### src/rtl/warp_pkg.sv
// Shared types for the SIMT divergence/reconvergence controller and its stack.
package warp_pkg;

  localparam int WARP_NUM_LANES = 8;
  localparam int WARP_PC_WIDTH  = 32;

  typedef enum logic {
    TAKEN = 1'b0,
    ELSE  = 1'b1
  } recon_phase_e;

  typedef struct packed {
    logic [WARP_PC_WIDTH-1:0]  reconv_pc;
    logic [WARP_NUM_LANES-1:0] full_mask;
    logic [WARP_NUM_LANES-1:0] else_mask;
    logic [WARP_PC_WIDTH-1:0]  else_pc;
    recon_phase_e              phase;
  } recon_entry_t;

endpackage

### src/rtl/warp_reconv_ctrl_if.sv
// Issue-side bundle between the issuer/warp_mask and warp_reconv_ctrl.
interface warp_reconv_ctrl_if #(
  parameter int NUM_LANES   = warp_pkg::WARP_NUM_LANES,
  parameter int STACK_DEPTH = 4,
  parameter int PC_WIDTH    = warp_pkg::WARP_PC_WIDTH
);
  localparam int DEPTH_W = $clog2(STACK_DEPTH) + 1;

  logic [NUM_LANES-1:0] cur_mask;
  logic                 branch_valid;
  logic                 branch_ready;
  logic [NUM_LANES-1:0] branch_taken;
  logic [PC_WIDTH-1:0]  target_pc;
  logic [PC_WIDTH-1:0]  fallthru_pc;
  logic [PC_WIDTH-1:0]  reconv_pc;
  logic                 pc_valid;
  logic [PC_WIDTH-1:0]  pc_in;
  logic                 mask_update;
  logic [NUM_LANES-1:0] mask_in;
  logic                 redirect_valid;
  logic [PC_WIDTH-1:0]  redirect_pc;
  logic [DEPTH_W-1:0]   stack_depth;
  logic                 stack_empty;
  logic                 stack_full;

  modport master (
    output cur_mask, branch_valid, branch_taken, target_pc, fallthru_pc,
           reconv_pc, pc_valid, pc_in,
    input  branch_ready, mask_update, mask_in, redirect_valid, redirect_pc,
           stack_depth, stack_empty, stack_full
  );

  modport slave (
    input  cur_mask, branch_valid, branch_taken, target_pc, fallthru_pc,
           reconv_pc, pc_valid, pc_in,
    output branch_ready, mask_update, mask_in, redirect_valid, redirect_pc,
           stack_depth, stack_empty, stack_full
  );
endinterface

### src/rtl/warp_simt_stack.sv
// LIFO of reconvergence entries; the top entry may be rewritten in place.
module warp_simt_stack
  import warp_pkg::*;
#(
  parameter int DEPTH = 4
) (
  input  logic                       clk,
  input  logic                       rst_n,
  input  logic                       push,
  input  recon_entry_t               push_entry,
  input  logic                       pop,
  input  logic                       top_wr,
  input  recon_entry_t               top_wr_data,
  output recon_entry_t               top_entry,
  output logic [$clog2(DEPTH):0]     depth,
  output logic                       empty,
  output logic                       full
);
  localparam int PTR_W = $clog2(DEPTH);
  localparam int CNT_W = PTR_W + 1;

  recon_entry_t       mem [DEPTH];
  logic [CNT_W-1:0]   count;
  logic [PTR_W-1:0]   top_idx;
  logic [PTR_W-1:0]   push_idx;

  assign top_idx   = PTR_W'(count - CNT_W'(1));
  assign push_idx  = PTR_W'(count);
  assign empty     = (count == '0);
  assign full      = (count == CNT_W'(DEPTH));
  assign depth     = count;
  assign top_entry = empty ? '0 : mem[top_idx];

  // Push and pop are guarded here so the depth can neither overflow nor underflow.
  always_ff @(posedge clk or negedge rst_n) begin
    if (!rst_n) begin
      count <= '0;
      for (int i = 0; i < DEPTH; i++) mem[i] <= '0;
    end else begin
      if (push && !full) begin
        mem[push_idx] <= push_entry;
        count         <= count + CNT_W'(1);
      end else if (pop && !empty) begin
        count <= count - CNT_W'(1);
      end
      if (top_wr && !empty && !push) mem[top_idx] <= top_wr_data;
    end
  end
endmodule

### src/rtl/warp_reconv_ctrl.sv
// SIMT divergence/reconvergence controller: splits a warp on divergent branches
// and drives warp_mask plus fetch redirects, restoring masks at reconvergence.
module warp_reconv_ctrl
  import warp_pkg::*;
#(
  parameter int NUM_LANES   = WARP_NUM_LANES,
  parameter int STACK_DEPTH = 4,
  parameter int PC_WIDTH    = WARP_PC_WIDTH
) (
  input  logic             clk,
  input  logic             rst_n,
  warp_reconv_ctrl_if.slave bus
);
  recon_entry_t         top_entry;
  recon_entry_t         push_entry;
  recon_entry_t         top_wr_data;
  logic                 push, pop, top_wr;
  logic                 stk_empty, stk_full;
  logic                 reconv_hit, accept;
  logic [NUM_LANES-1:0] taken_m, not_m;
  logic                 mask_update_d, redirect_valid_d;
  logic [NUM_LANES-1:0] mask_in_d;
  logic [PC_WIDTH-1:0]  redirect_pc_d;

  assign taken_m    = bus.branch_taken & bus.cur_mask;
  assign not_m      = ~bus.branch_taken & bus.cur_mask;
  assign reconv_hit = bus.pc_valid && !stk_empty && (bus.pc_in == top_entry.reconv_pc);
  // Reconvergence wins over a simultaneous branch; the issuer holds the branch.
  assign bus.branch_ready = !stk_full && !reconv_hit;
  assign accept           = bus.branch_valid && bus.branch_ready;
  assign bus.stack_empty  = stk_empty;
  assign bus.stack_full   = stk_full;

  always_comb begin
    push             = 1'b0;
    pop              = 1'b0;
    top_wr           = 1'b0;
    top_wr_data      = top_entry;
    push_entry       = '{reconv_pc: bus.reconv_pc, full_mask: bus.cur_mask,
                         else_mask: not_m, else_pc: bus.fallthru_pc, phase: TAKEN};
    mask_update_d    = 1'b0;
    mask_in_d        = '0;
    redirect_valid_d = 1'b0;
    redirect_pc_d    = '0;
    if (reconv_hit) begin
      mask_update_d = 1'b1;
      if (top_entry.phase == TAKEN) begin
        top_wr            = 1'b1;
        top_wr_data.phase = ELSE;
        mask_in_d         = top_entry.else_mask;
        redirect_valid_d  = 1'b1;
        redirect_pc_d     = top_entry.else_pc;
      end else begin
        pop       = 1'b1;
        mask_in_d = top_entry.full_mask;
      end
    end else if (accept && (taken_m != '0)) begin
      redirect_valid_d = 1'b1;
      redirect_pc_d    = bus.target_pc;
      if (not_m != '0) begin
        push          = 1'b1;
        mask_update_d = 1'b1;
        mask_in_d     = taken_m;
      end
    end
  end

  always_ff @(posedge clk or negedge rst_n) begin
    if (!rst_n) begin
      bus.mask_update    <= 1'b0;
      bus.mask_in        <= '0;
      bus.redirect_valid <= 1'b0;
      bus.redirect_pc    <= '0;
    end else begin
      bus.mask_update    <= mask_update_d;
      bus.mask_in        <= mask_in_d;
      bus.redirect_valid <= redirect_valid_d;
      bus.redirect_pc    <= redirect_pc_d;
    end
  end

  warp_simt_stack #(.DEPTH(STACK_DEPTH)) u_stack (
    .clk         (clk),
    .rst_n       (rst_n),
    .push        (push),
    .push_entry  (push_entry),
    .pop         (pop),
    .top_wr      (top_wr),
    .top_wr_data (top_wr_data),
    .top_entry   (top_entry),
    .depth       (bus.stack_depth),
    .empty       (stk_empty),
    .full        (stk_full)
  );
endmodule

### src/flat_wrapper.sv
// flat-port wrapper written by rule: the top's interface ports become plain ports
module warp_reconv_ctrl_flat import warp_pkg::*;
#(
  parameter int NUM_LANES   = WARP_NUM_LANES,
  parameter int STACK_DEPTH = 4,
  parameter int PC_WIDTH    = WARP_PC_WIDTH
)
  (clk, rst_n, bus_cur_mask, bus_branch_valid, bus_branch_taken, bus_target_pc, bus_fallthru_pc, bus_reconv_pc, bus_pc_valid, bus_pc_in, bus_branch_ready, bus_mask_update, bus_mask_in, bus_redirect_valid, bus_redirect_pc, bus_stack_depth, bus_stack_empty, bus_stack_full);
  warp_reconv_ctrl_if #(.NUM_LANES(NUM_LANES), .STACK_DEPTH(STACK_DEPTH), .PC_WIDTH(PC_WIDTH)) bus_i ();
  input  logic clk;
  input  logic rst_n;
  input wire logic [$bits(bus_i.cur_mask)-1:0] bus_cur_mask;
  input wire logic [$bits(bus_i.branch_valid)-1:0] bus_branch_valid;
  input wire logic [$bits(bus_i.branch_taken)-1:0] bus_branch_taken;
  input wire logic [$bits(bus_i.target_pc)-1:0] bus_target_pc;
  input wire logic [$bits(bus_i.fallthru_pc)-1:0] bus_fallthru_pc;
  input wire logic [$bits(bus_i.reconv_pc)-1:0] bus_reconv_pc;
  input wire logic [$bits(bus_i.pc_valid)-1:0] bus_pc_valid;
  input wire logic [$bits(bus_i.pc_in)-1:0] bus_pc_in;
  output wire logic [$bits(bus_i.branch_ready)-1:0] bus_branch_ready;
  output wire logic [$bits(bus_i.mask_update)-1:0] bus_mask_update;
  output wire logic [$bits(bus_i.mask_in)-1:0] bus_mask_in;
  output wire logic [$bits(bus_i.redirect_valid)-1:0] bus_redirect_valid;
  output wire logic [$bits(bus_i.redirect_pc)-1:0] bus_redirect_pc;
  output wire logic [$bits(bus_i.stack_depth)-1:0] bus_stack_depth;
  output wire logic [$bits(bus_i.stack_empty)-1:0] bus_stack_empty;
  output wire logic [$bits(bus_i.stack_full)-1:0] bus_stack_full;
  assign bus_i.cur_mask = bus_cur_mask;
  assign bus_i.branch_valid = bus_branch_valid;
  assign bus_i.branch_taken = bus_branch_taken;
  assign bus_i.target_pc = bus_target_pc;
  assign bus_i.fallthru_pc = bus_fallthru_pc;
  assign bus_i.reconv_pc = bus_reconv_pc;
  assign bus_i.pc_valid = bus_pc_valid;
  assign bus_i.pc_in = bus_pc_in;
  assign bus_branch_ready = bus_i.branch_ready;
  assign bus_mask_update = bus_i.mask_update;
  assign bus_mask_in = bus_i.mask_in;
  assign bus_redirect_valid = bus_i.redirect_valid;
  assign bus_redirect_pc = bus_i.redirect_pc;
  assign bus_stack_depth = bus_i.stack_depth;
  assign bus_stack_empty = bus_i.stack_empty;
  assign bus_stack_full = bus_i.stack_full;
  warp_reconv_ctrl #(.NUM_LANES(NUM_LANES), .STACK_DEPTH(STACK_DEPTH), .PC_WIDTH(PC_WIDTH)) u_core (.clk(clk), .rst_n(rst_n), .bus(bus_i));
endmodule
### config.mk
export PLATFORM = sky130hd
export DESIGN_NAME = warp_reconv_ctrl_flat
export DESIGN_NICKNAME = d
export VERILOG_FILES = /design/src/rtl/warp_pkg.sv /design/src/rtl/warp_reconv_ctrl_if.sv /design/src/rtl/warp_simt_stack.sv /design/src/rtl/warp_reconv_ctrl.sv /design/src/flat_wrapper.sv
export SDC_FILE = /design/constraint.sdc
export NUM_CORES = 1
export LEC_CHECK = 0
export CAP_MARGIN = 20
export CORE_UTILIZATION = 50
export CTS_CLUSTER_SIZE = 12
export DETAILED_ROUTE_END_ITERATION = 10
export PLACE_DENSITY_LB_ADDON = 0.1
export SLEW_MARGIN = 20
export SYNTH_ARGS = -nofsm -noshare
export SYNTH_HDL_FRONTEND = slang
export SYNTH_SLANG_ARGS = --single-unit
### constraint.sdc
create_clock -name clk -period 11.04 [get_ports clk]
set_input_delay 2.76 -clock clk [delete_from_list [all_inputs] [get_ports clk]]
set_output_delay 2.76 -clock clk [all_outputs]
set_load 0.01 [all_outputs]
Word-level counts from Yosys, hierarchy flattened
Cells that the tools add are included.

Bits in registers: 369. Input port bits: 148. Output and inout port bits: 48. Logic and storage cells: 89.

Add/subtract/negate cells: 2. $lt $le $gt $ge: 4. Eq/ne operators: 2. Multiplexer cells: 32. Bitwise logic cells: 5. Reduce and logical (&&, ||, !) cells: 19.

Operator list (count): $bwmux 324 (2); $mux 324 (2); $mux 81 (5); $demux 81 s2 (2); $bmux 81 s2 (1); $mux 32 (3); $eq 32x32->1 (1); $mux 8 (4); $and 8x8->8 (2); $reduce_bool 8->1 (2); $logic_and 1x1->1 (11); $mux 1 (11); $not 8->8 (1); $ge 3x3->1 const B (2); $lt 3x1->1 const B (2); $mux 3 (2); $not 2->3 (2); $logic_not 1->1 (4); $add 3x1->3 const B (1); $eq 3x3->1 const B (1); $logic_not 3->1 (1); $sub 3x1->3 const B (1); $reduce_bool 2->1 (1).

Logic depth before layout (Yosys ltp)
Depth after elaboration: 18. Gate-level depth with buffers: 18. Gate-level depth less buffers: 11.

Hierarchy
From an unflattened synthesis, not the netlist that was laid out.

Cells, all modules: 2203. Area total of the unflattened synthesis: 20743.6 µm².

Modules (own cells, without submodules): warp_simt_stack (instances 1, cells an instance 1953, area an instance 18240.0 µm², sequential area each 8182.8 µm²); warp_reconv_ctrl (instances 1, cells an instance 250, area an instance 2503.7 µm², sequential area each 1051.0 µm²).

Worst setup path before layout
OpenSTA, ideal clock, no wires.

Path type: input -> output. Start: input port bus_pc_in[29]. End: output port bus_branch_ready. Data arrival time: 4.738 ns. Data required time: 8.280 ns. Slack: 3.542 ns. Cell stages on the path: 9. Path buffers: 3. Cells stage by stage: or2_0 -> a221oi_1 -> a311oi_1 -> or4_1 -> buf_2 -> nor3_4 -> buf_4 -> clkbuf_1 -> nor2_1.

Word-level cells in the longest chain between the ends: 4.

Ends and longest elaborated chain: start: declaration (RTL line flat_wrapper.sv:19) `input wire logic [$bits(bus_i.pc_in)-1:0] bus_pc_in;`; $eq 32x32->1 (RTL line warp_reconv_ctrl.sv:27) `assign reconv_hit = bus.pc_valid && !stk_empty && (bus.pc_in == top_entry.reconv_pc);`; $logic_and 1x1->1 (RTL line warp_reconv_ctrl.sv:27); $logic_not 1->1 (RTL line warp_reconv_ctrl.sv:29) `assign bus.branch_ready = !stk_full && !reconv_hit;`; $logic_and 1x1->1 (RTL line warp_reconv_ctrl.sv:29); end: declaration (RTL line flat_wrapper.sv:20) `output wire logic [$bits(bus_i.branch_ready)-1:0] bus_branch_ready;`.

Every way passes these cells.

Final worst setup path
Start: register u_core.u_stack.count[0] (netlist: u_core.u_stack.depth[0]). End: output port bus_branch_ready.

Word-level cells in the longest chain between the ends: 10. Elaborated cells on any way between the ends: 15. Those cells by class: add/sub: 1; eq/ne: 2; mux: 4; bitwise: 1; reduce/logical: 7.

Ends and longest elaborated chain: start: declaration (RTL line warp_simt_stack.sv:23) `logic [CNT_W-1:0] count;`; start signal: assignment (RTL line warp_simt_stack.sv:42) `count <= count + CNT_W'(1);`; start signal: assignment (RTL line warp_simt_stack.sv:44) `count <= count - CNT_W'(1);`; $sub 3x1->3 (RTL line warp_simt_stack.sv:27) `assign top_idx = PTR_W'(count - CNT_W'(1));`; $not 2->3 (implied by the code) (RTL line warp_simt_stack.sv:32) `assign top_entry = empty ? '0 : mem[top_idx];`; $bmux 81 s2 (RTL line warp_simt_stack.sv:32); $mux 81 (implied by the code) (2 in a row) (RTL line warp_simt_stack.sv:32); $mux 81 (RTL line warp_simt_stack.sv:32); $eq 32x32->1 (RTL line warp_reconv_ctrl.sv:27); $logic_and 1x1->1 (RTL line warp_reconv_ctrl.sv:27); $logic_not 1->1 (RTL line warp_reconv_ctrl.sv:29); $logic_and 1x1->1 (*) (RTL line warp_reconv_ctrl.sv:29).

Mark *: on every way between the ends. The rest lies on a longest branch, timed or not. The select of a mux whose other input is x is not followed.

==> impl_metrics.json <==
{
  "status": "complete, no violations",
  "power_density_nw_per_um2": 283.7,
  "htree_levels": 2,
  "cap_violations": 0,
  "avgViaCountPerCell": 6.718,
  "busiest_layer": "met2",
  "crit_path_start": "u_core.u_stack.depth[0]$_DFFE_PN0P_",
  "max_clock_freq_mhz": 113.4,
  "skew_ns": 0.02017,
  "cts-hold-fix-buffers": 0,
  "synth_seq_cells": 369,
  "antenna_found_initial": 5,
  "rr_worst_depth": 14,
  "final.min_clock_period_ns": 8.820,
  "clockRootBuffer": "clkbuf_16",
  "synth.net_count": 2571,
  "synth_cells": 2418,
  "start_util_pct": 50.66,
  "synth_ff_type": "dfrtp_1",
  "grt_setup_unrepaired": "no",
  "path_depth": 11,
  "dr.pass1.iters": 5,
  "cp_data_arrival_time_ns": 6.06,
  "rr_endpoint": "u_core.u_stack.mem[293]$_DFF_PN0_",
  "die_w_um": 213.7,
  "grt_use_met1_pct": 45.71,
  "place_congestion": 0.8377,
  "tightest_slew_ns": 1.132,
  "reg2reg_from": "u_core.u_stack.depth[0]$_DFFE_PN0P_",
  "cp_data_required_time_ns": 8.28,
  "p_seq_share_pct": 30.2,
  "syn2layout_area_growth_pct": 15.61,
  "critPathTopFamily": "simple AND/OR/NAND/NOR gates",
  "clock_sinks": 369,
  "endpoint": "bus_branch_ready",
  "ir_drop_mv": 0.2804,
  "worstSetupEndpointType": "primary output",
  "syn_area_per_cell_um2": 9.264,
  "crit_slowest_cell": "or4_1",
  "critPathLaunchType": "flip-flop",
  "grt_max_degree": 247,
  "dp_hpwl_um": 40400,
  "cts_tree": "built",
  "rows": 77,
  "crit_path_max_incr_delay_ns": 0.77,
  "ios": 196,
  "yosysSeqAreaShare_pct": 41.22,
  "clkTransAtPathRegs_ns": 0.06,
  "fin_tns_setup_ns": 0,
  "track_usage_pct": 33.78,
  "ant_nets": 0,
  "first_global_vias": 20420,
  "cts_max_path_buffers": 3,
  "synth.area.top_cells": "dfrtp_1, a21oi_1, mux4_2",
  "grt.overflow.total": 0,
  "yosys_warnings": 0,
  "sw_frac_of_total_pct": 42.17,
  "path_max_fanout": 37,
  "hold_class": "reg2reg",
  "setup_viol_count_final": 0,
  "drt_iter0_drc": 2183,
  "fin_crit_sh_pct": 79.89,
  "worstSetupPathType": "reg2out",
  "maxSlewHeadroom_pct": 24.53,
  "finalHoldViolCount": 0,
  "cts_resized": 0,
  "cts_setup_buffers": 0,
  "synth_area_um2": 22400,
  "slew_violations": 0,
  "portBuffers": 195,
  "intPower_uw": 4248,
  "p_leak_uw": 0.01079,
  "die_area_um2": 45650,
  "cts_inserted_buffers": 44,
  "path_cells": "clkinv_1, ha_4, nand2b_2, buf_4, nand2_1, o22ai_1, a311oi_1, or4_1, nor3_4, nor2_1, clkdlybuf4s50_1",
  "synth_edf_count": 0,
  "finalHoldWorstSlack_ns": 0.4862,
  "crit_buf_inv": 3,
  "switching_power_uw": 3098,
  "ys_types": 51,
  "wl_per_cell_um": 25.31,
  "ff2ff_setup_slack_ns": 2.74,
  "drc": 0,
  "async_reset_ff_share_pct": 100.0,
  "combinationalPowerShare_pct": 50.2,
  "wirelength_um": 77490,
  "netlist.area_leader.share_pct": 41.22,
  "clk_latency_ns": 0.59,
  "grt_pass1_wl_um": 119100,
  "final_layout_size_suffix_gt1_share_pct": 11.33,
  "die_y_um": 213.7,
  "final_nets": 2587,
  "power_frac_clock_pct": 19.6,
  "yosysTopAreaCell": "dfrtp_1",
  "grt_use_met3_pct": 5.477,
  "core_area_um2": 44220,
  "met2_usage_pct": 54.00,
  "vias": 20570
}
==> how the worst min path moves through the flow <==
| stage | slack, ns | start | cells after the start | end |
|---|---|---|---|---|
| 2_1_floorplan | 0.44 | u_core.u_stack.mem[243]$_DFF_PN0_ | 2 | u_core.u_stack.mem[243]$_DFF_PN0_ |
| 3_5_place_dp | 0.47 | u_core.u_stack.mem[243]$_DFF_PN0_ | 2 | u_core.u_stack.mem[243]$_DFF_PN0_ |
| 5_1_grt | 0.55 | u_core.u_stack.mem[81]$_DFF_PN0_ | 2 | u_core.u_stack.mem[81]$_DFF_PN0_ |
| 6_report | 0.49 | u_core.u_stack.mem[243]$_DFF_PN0_ | 2 | u_core.u_stack.mem[243]$_DFF_PN0_ |
| 4_1_cts | 0.48 | u_core.u_stack.mem[243]$_DFF_PN0_ | 2 | u_core.u_stack.mem[243]$_DFF_PN0_ |
| 3_3_place_gp | 0.46 | u_core.u_stack.mem[243]$_DFF_PN0_ | 2 | u_core.u_stack.mem[243]$_DFF_PN0_ |
==> power by group through the flow <==
stage,Sequential [uW],Clock (uW),Combinational (uW)
final,2220,1440,3690
after global routing,2280,1510,3940
after CTS,2210,1450,3630
after detailed placement,2220,0,3620
after global placement,2200,0,3530
after floorplan,2120,0,2540
==> cell usage after synthesis (6+ instances only) <==
library cell  number
nor3b_1           10
a221oi_1           6
nand3_1           11
nand2b_1           6
and3_1           241
mux4_2            75
mux2_2            74
o22ai_1            6
and2_1            78
nand2_1           39
mux2_1            79
xnor2_1           10
nand4_1            9
nor3_1           250
inv_1             10
o21ai_0          262
buf_2             51
a22oi_1            8
nor2_1            13
mux2i_1           22
a22o_1            40
dfrtp_1          369
a21oi_1          483
clkbuf_1         207
==> registers in the layout (all words and copies together), names as in the netlist <==
| signal | count |
|---|---|
| u_core.bus.redirect_valid | 1 |
| u_core.bus.mask_in | 8 |
| u_core.u_stack.mem | 324 |
| u_core.bus.redirect_pc | 32 |
| u_core.u_stack.depth | 3 |
| u_core.bus.mask_update | 1 |
==> cells by family after synthesis <==
kind of cell / synth area share (%)
AOI/OAI and AO/OA: 19.55
and+or+nand+nor: 17.21
DFF: 41.22
buffers and inverters: 4.977
muxes: 16.21
xor gates and xnor gates: 0.5473
adders and majority gates: 0.2793
==> routing by layer <==
metal / vias up / share of wire, %
li1: 9007 / -
met1: 10300 / 40
met2: 1110 / 48
met3: 158 / 9.0
met4: 0 / 3.0
met5: - / 0
==> area by class of cell <==
class / count / area [um2]
antenna: 7 / 17.52
clock buffer: 67 / 1319
clock inverter: 8 / 75.07
fill: 3811 / 18320
inverter: 11 / 41.29
multi-input combinational: 1772 / 12160
sequential: 369 / 9238
tap: 592 / 740.7
timing repair buffer: 236 / 2310
==> placed cells by master, fill, tap and decap left out, types with 13 or more instances in the layout <==
cell | netlist | final
a21oi_1 | 483 | 483
mux2_2 | 74 | 74
and3_1 | 241 | 241
mux2_1 | 79 | 79
nor2_1 | 13 | 13
nand2_1 | 39 | 33
clkdlybuf4s50_1 | 0 | 194
nor3_1 | 250 | 249
buf_4 | 3 | 38
mux4_2 | 75 | 75
and2_1 | 78 | 78
a22o_1 | 40 | 40
dfrtp_1 | 369 | 368
clkbuf_16 | 0 | 45
mux2i_1 | 22 | 22
o21ai_0 | 262 | 262
==> per-stage QoR <==
step	area, um2	cells	setup slack [ns]	utilization (%)	power (uW)
after floorplan	22400	2418	3.542	-	4658
after global placement	24460	2979	2.708	55.31	5729
after detailed placement	24460	2979	2.647	55.31	5843
after CTS	25850	3054	2.285	58.46	7291
after global routing	25890	3059	1.956	58.55	7726
final	25900	3062	2.220	58.56	7347
==> worst min-delay path, delay by kind of cell (launching register included) <==
kind,cells,cell delay (ns)
simple gates,2,0.10
flops,1,0.35
No activity file was read; power rests on OpenSTA's default activity.
